[src/rtl/seq_div_32_bit.sv]
// Multicycle signed restoring divider: one quotient bit per clock, fixed latency,
// one-cycle ready strobe. Divide-by-zero bypasses the iteration loop.
module seq_div_32_bit #(
  parameter int unsigned WIDTH = 32
) (
  input  logic             clock,
  input  logic             reset_n,
  input  logic             ctrl_DIV,
  input  logic [WIDTH-1:0] data_operandA,
  input  logic [WIDTH-1:0] data_operandB,
  output logic [WIDTH-1:0] data_result,
  output logic [WIDTH-1:0] data_remainder,
  output logic             data_exception,
  output logic             data_resultRDY,
  output logic             busy
);

  localparam int unsigned XW = WIDTH + 1;
  localparam int unsigned CW = $clog2(WIDTH + 1);
  localparam logic [WIDTH-1:0] MIN_NEG = {1'b1, {(WIDTH-1){1'b0}}};

  typedef enum logic [1:0] {
    IDLE = 2'd0,
    RUN  = 2'd1,
    DONE = 2'd2
  } state_t;

  state_t           state;
  logic [CW-1:0]    cnt;
  logic [XW-1:0]    b_mag;
  logic [WIDTH-1:0] rem;
  logic [WIDTH-1:0] quo;
  logic             sign_q;
  logic             sign_r;
  logic             ov;
  logic             dz_pend;

  logic [WIDTH-1:0] a_abs_c;
  logic [XW-1:0]    b_abs_c;
  logic [XW-1:0]    shifted_c;
  logic [XW-1:0]    diff_c;
  logic [WIDTH-1:0] q_fin_c;
  logic [WIDTH-1:0] r_fin_c;
  logic [WIDTH-1:0] a_back_c;
  logic             accept_c;

  // Operand magnitudes, trial subtraction and sign-corrected final values
  always_comb begin
    a_abs_c   = data_operandA[WIDTH-1] ? WIDTH'(-data_operandA) : data_operandA;
    b_abs_c   = data_operandB[WIDTH-1] ? {1'b0, WIDTH'(-data_operandB)} : {1'b0, data_operandB};
    shifted_c = {rem, quo[WIDTH-1]};
    diff_c    = shifted_c - b_mag;
    q_fin_c   = sign_q ? WIDTH'(-quo) : quo;
    r_fin_c   = sign_r ? WIDTH'(-rem) : rem;
    // quo still holds |A| on the divide-by-zero path, so this recovers A
    a_back_c  = sign_r ? WIDTH'(-quo) : quo;
    accept_c  = ctrl_DIV && ((state == DONE) || (state == IDLE && !dz_pend));
  end

  // Control FSM, iteration datapath and registered outputs
  always_ff @(posedge clock or negedge reset_n) begin
    if (!reset_n) begin
      state          <= IDLE;
      cnt            <= '0;
      b_mag          <= '0;
      rem            <= '0;
      quo            <= '0;
      sign_q         <= 1'b0;
      sign_r         <= 1'b0;
      ov             <= 1'b0;
      dz_pend        <= 1'b0;
      data_result    <= '0;
      data_remainder <= '0;
      data_exception <= 1'b0;
      data_resultRDY <= 1'b0;
      busy           <= 1'b0;
    end else begin
      data_resultRDY <= 1'b0;
      if (accept_c) begin
        b_mag   <= b_abs_c;
        quo     <= a_abs_c;
        rem     <= '0;
        cnt     <= '0;
        sign_q  <= data_operandA[WIDTH-1] ^ data_operandB[WIDTH-1];
        sign_r  <= data_operandA[WIDTH-1];
        ov      <= (data_operandA == MIN_NEG) && (data_operandB == '1);
        if (data_operandB == '0) begin
          // Divide-by-zero waits one cycle in IDLE, then reports without iterating
          dz_pend <= 1'b1;
          state   <= IDLE;
        end else begin
          state   <= RUN;
          busy    <= 1'b1;
        end
      end else begin
        case (state)
          IDLE: begin
            if (dz_pend) begin
              dz_pend        <= 1'b0;
              state          <= DONE;
              data_result    <= '0;
              data_remainder <= a_back_c;
              data_exception <= 1'b1;
              data_resultRDY <= 1'b1;
            end
          end
          RUN: begin
            if (cnt == CW'(WIDTH)) begin
              state          <= DONE;
              busy           <= 1'b0;
              data_result    <= q_fin_c;
              data_remainder <= r_fin_c;
              data_exception <= ov;
              data_resultRDY <= 1'b1;
            end else begin
              // Restoring step: keep the difference only when it is non-negative
              if (!diff_c[WIDTH]) begin
                rem <= diff_c[WIDTH-1:0];
              end else begin
                rem <= shifted_c[WIDTH-1:0];
              end
              quo <= {quo[WIDTH-2:0], ~diff_c[WIDTH]};
              cnt <= cnt + CW'(1);
            end
          end
          DONE: begin
            state <= IDLE;
          end
          default: begin
            state <= IDLE;
          end
        endcase
      end
    end
  end

endmodule

[config.mk]
export PLATFORM = sky130hd
export DESIGN_NAME = seq_div_32_bit
export DESIGN_NICKNAME = d
export VERILOG_FILES = /design/src/rtl/seq_div_32_bit.sv
export SDC_FILE = /design/constraint.sdc
export NUM_CORES = 1
export LEC_CHECK = 0
export ABC_CLOCK_PERIOD_IN_PS = 4300
export BUFFER_PORTS_ARGS = -buffer_cell sky130_fd_sc_hd__buf_2
export CAP_MARGIN = 20
export CORE_MARGIN = 1
export CORE_UTILIZATION = 55
export DETAILED_ROUTE_END_ITERATION = 8
export GPL_ROUTABILITY_DRIVEN = 0
export GPL_TIMING_DRIVEN = 0
export PLACE_DENSITY_LB_ADDON = 0.3
export SYNTH_ARGS = -nofsm -noshare
export SYNTH_HDL_FRONTEND = slang
export SYNTH_SLANG_ARGS = --single-unit
export TNS_END_PERCENT = 50
[constraint.sdc]
create_clock -name clock -period 4.3 [get_ports clock]
set_input_delay 0.215 -clock clock [delete_from_list [all_inputs] [get_ports clock]]
set_output_delay 0.215 -clock clock [all_outputs]
set_load 0.02 [all_outputs]
==> run_results.csv <==
group,metric,value,unit
power,seq_power_share,25.7,%
logic_synthesis,synth_edf_count,0,
cells_and_area,drive_gt1_share,12.0,%
logic_synthesis,synth_seq_cells,175,
route,wire_per_inst,18.7,um
power,switching_power,6290,uW
clocking,cts_tree,"done",
setup_path,slowest_delay,500,ps
route,dr_wl_met2,15700,um
setup_path,r2r_slack,340,ps
power,powerDensity,936,mW/mm^2
route,dr.pass1.iters,6,
placed_design,portBuffers,133,
route,top_layer,"met4",
grt,first_global_vias,10819,
power,ir_drop,0.000400,V
logic_synthesis,netlist_top_cells_count,"o21ai_0, nand2_1, dfrtp_1",
clocking,cts_root_buffer,"clkbuf_16",
logic_synthesis,synth_cell_type_count,62,
setup_path,endpoint,"rem[3]",
timing,timing.fmax,0.253,GHz
power,power.total,12700,uW
logic_synthesis,syn_nets,1529,
clocking,clkSinkCount,175,
floorplanning,die_w,149,um
setup_path,crit_fanout,10,
floorplanning,initial_utilization,56.4,%
route,drt-met1-wl,15000,um
timing,maxSlewHeadroom,46.4,%
cells_and_area,fin_cells,1863,
route,drt_iter0_markers,1093,
timing,layout_min_cycle_time,3960,ps
setup_path,reg2reg_to,"rem[3]",
grt,grt_pass1_wl,55500,um
logic_synthesis,netlist.area_leader.share,36.7,%
timing,setup_viol,0,
route,antenna_left,0,
route,wirelength,34900,um
cells_and_area,area_growth,13.9,%
timing,drv_slew,0,
placed_design,dpl_cell_area,0.0130,mm^2
timing,hold_viol_final,0,
setup_path,cp.depth,14,
clocking,path_clk_slew,70,ps
timing,grt_setup_unrepaired,"no",
run_status,outcome,"completed",
setup_path,worst_setup_path_start_kind,"register",
setup_path,slowest_stage,"xnor2_2",
power,p_int,6420,uW
timing,skew,14.3,ps
logic_synthesis,yosysMostFrequentCell,"o21ai_0",
setup_path,reg2regPathDepth,14,
grt,grt.overflow.total,0,
floorplanning,dieHeight,149,um
logic_synthesis,synth_ff_type,"dfrtp_1",
logic_synthesis,yosysSeqAreaShare,36.7,%
cells_and_area,fin_util,64.2,%
timing,worst_pin_slew,796,ps
logic_synthesis,netlist_top_cells_area,"dfrtp_1, xor2_1, o21ai_0",
logic_synthesis,yosys.area.top_type,"dfrtp_1",
logic_synthesis,ys_warn_count,0,
setup_path,critPathLaunch,"quo[31]",
setup_path,path_class,"reg2reg",
grt,grt_max_degree,107,
timing,fin_setup_tns,0,ps
cells_and_area,nets,1683,
logic_synthesis,syn_avg_cell_area,8.39,um^2
worst_hold_path,hold_class,"in2reg",
grt,globalRouteTotalUtil,32.3,%
setup_path,r2r-start,"quo[31]",
clocking,h-tree-depth,4,
flow_run,drv_cap,0,
cells_and_area,fill_cells,1796,
setup_path,endpoint_kind,"register",
floorplanning,num_io_pins,134,
floorplanning,rows,53,
setup_path,cp_cell_sequence,"inv_1 > ha_1 > fa_1 > nor2b_1 > o2111ai_1 > nand3_1 > a211oi_2 > o21ba_2 > o211ai_1 > a21oi_1 > xnor2_2 > clkbuf_2 > mux2i_1 > o21ai_0",
setup_path,cp_data_arrival_time,4250,ps
grt,antenna_found_initial,0,
placed_design,dp_cells,1831,
timing,period_share,92.1,%
cells_and_area,antennaDiodeCount,0,
setup_path,critPathBufInv,2,
route,dr_wl_met3,3090,um
route,avgViaCountPerCell,6.17,
setup_path,critPathRequiredTime,4590,ps
route,remaining_drc_errors,0,
power,p_comb_share,61.9,%
clocking,clk_latency,440,ps
setup_path,cp_top_family,"compound AO/OA/AOI/OAI gates",
power,p_leak,0.00613,uW
route,vias,11497,
clocking,clock_path_buffers,2,
cells_and_area,postLayoutCellArea,0.0136,mm^2
logic_synthesis,synthCells,1422,
logic_synthesis,async_reset_ff_share,100,%
logic_synthesis,syn_area,0.0119,mm^2
clocking,numCtsBuffers,17,
power,p_sw_share,49.5,%
floorplanning,die_area,0.0223,mm^2
placed_design,hpwl,26800,um
power,power.share.clock,12.4,%
floorplanning,core_area,0.0212,mm^2
## tightest hold or removal path, delay by kind of cell
kind            cells  cell delay, ps
compound gates      1             120
xor+xnor            1              60
buf+inv             1             100
## area by class of cell
type	count	area, um^2	area share [%]
well taps	275	344	2.53
multi-input cells	1111	7050	51.9
repair buffers	135	713	5.25
plain buffers	87	332	2.44
inverters	49	184	1.35
clock inverters	12	149	1.10
flip-flops and latches	175	4380	32.2
clock buffers	19	433	3.19
## metrics by stage
step | setup WS (ps) | hold WS (ps)
detailed placement | -66.6 | 216
global placement | 32.2 | 449
finish | 341 | 86.1
global route | 31.8 | 113
floorplan | 1090 | -80.6
CTS | 122 | 87.7
## repair_timing
item,in CTS,in global routing
setup buffers,0,0
cloned,0,0
gates resized for setup,1,3
hold buffers,1,0
setup endpoints to repair,5,13
hold endpoints to repair,69,0
## layer usage
layer	GRT usage, %	vias up
met5	0	-
met4	12.4	0
met3	5.38	74
met2	49.7	530
met1	45.3	5558
li1	-	5335
## flip-flops by register name, summed over array words and instances, names as in the netlist
name and cells:
cnt 6, dz_pend 1, ov 1, sign_q 1
sign_r 1, data_result 32, busy 1, state 2
data_remainder 32, data_resultRDY 1, data_exception 1, quo 32
rem 32, b_mag 32
## cells in the final DEF (no fill, tap or decap), types with 39 or more instances in the layout
master,n
o21ai_0,191
nand2_1,183
dfrtp_1,175
buf_2,135
xor2_1,120
clkbuf_1,73
nand3_1,69
nor2_1,67
a21oi_1,65
xnor2_1,55
inv_1,49
ha_1,39
## power groups by stage
stage	sequential, uW	clock (uW)	combinational, uW
after global placement	3240	0	7460
after global routing	3350	1640	8670
after detailed placement	3260	0	7670
final	3270	1580	7870
after floorplan	3390	0	5330
after CTS	3240	1580	7740
## kinds of logic after synthesis
logic type,Yosys count,synth area share (%)
buf+inv,136,4.31
xor+xnor,176,12.9
simple gates,467,19.1
mux,31,2.73
compound gates,397,19.9
flops,175,36.7
fa+ha+maj,40,4.26
## worst min-delay path by stage
stage / start / end / slack, ps / depth (start not counted)
floorplan: reset_n / b_mag[0] / -80 / 0
global placement: data_remainder[1] / data_remainder[1] / 450 / 2
detailed placement: reset_n / b_mag[4] / 220 / 1
CTS: data_operandA[0] / quo[0] / 90 / 3
global route: data_operandA[30] / quo[30] / 110 / 3
finish: data_operandA[9] / quo[9] / 90 / 3
Power figures use the tool's default switching activity.
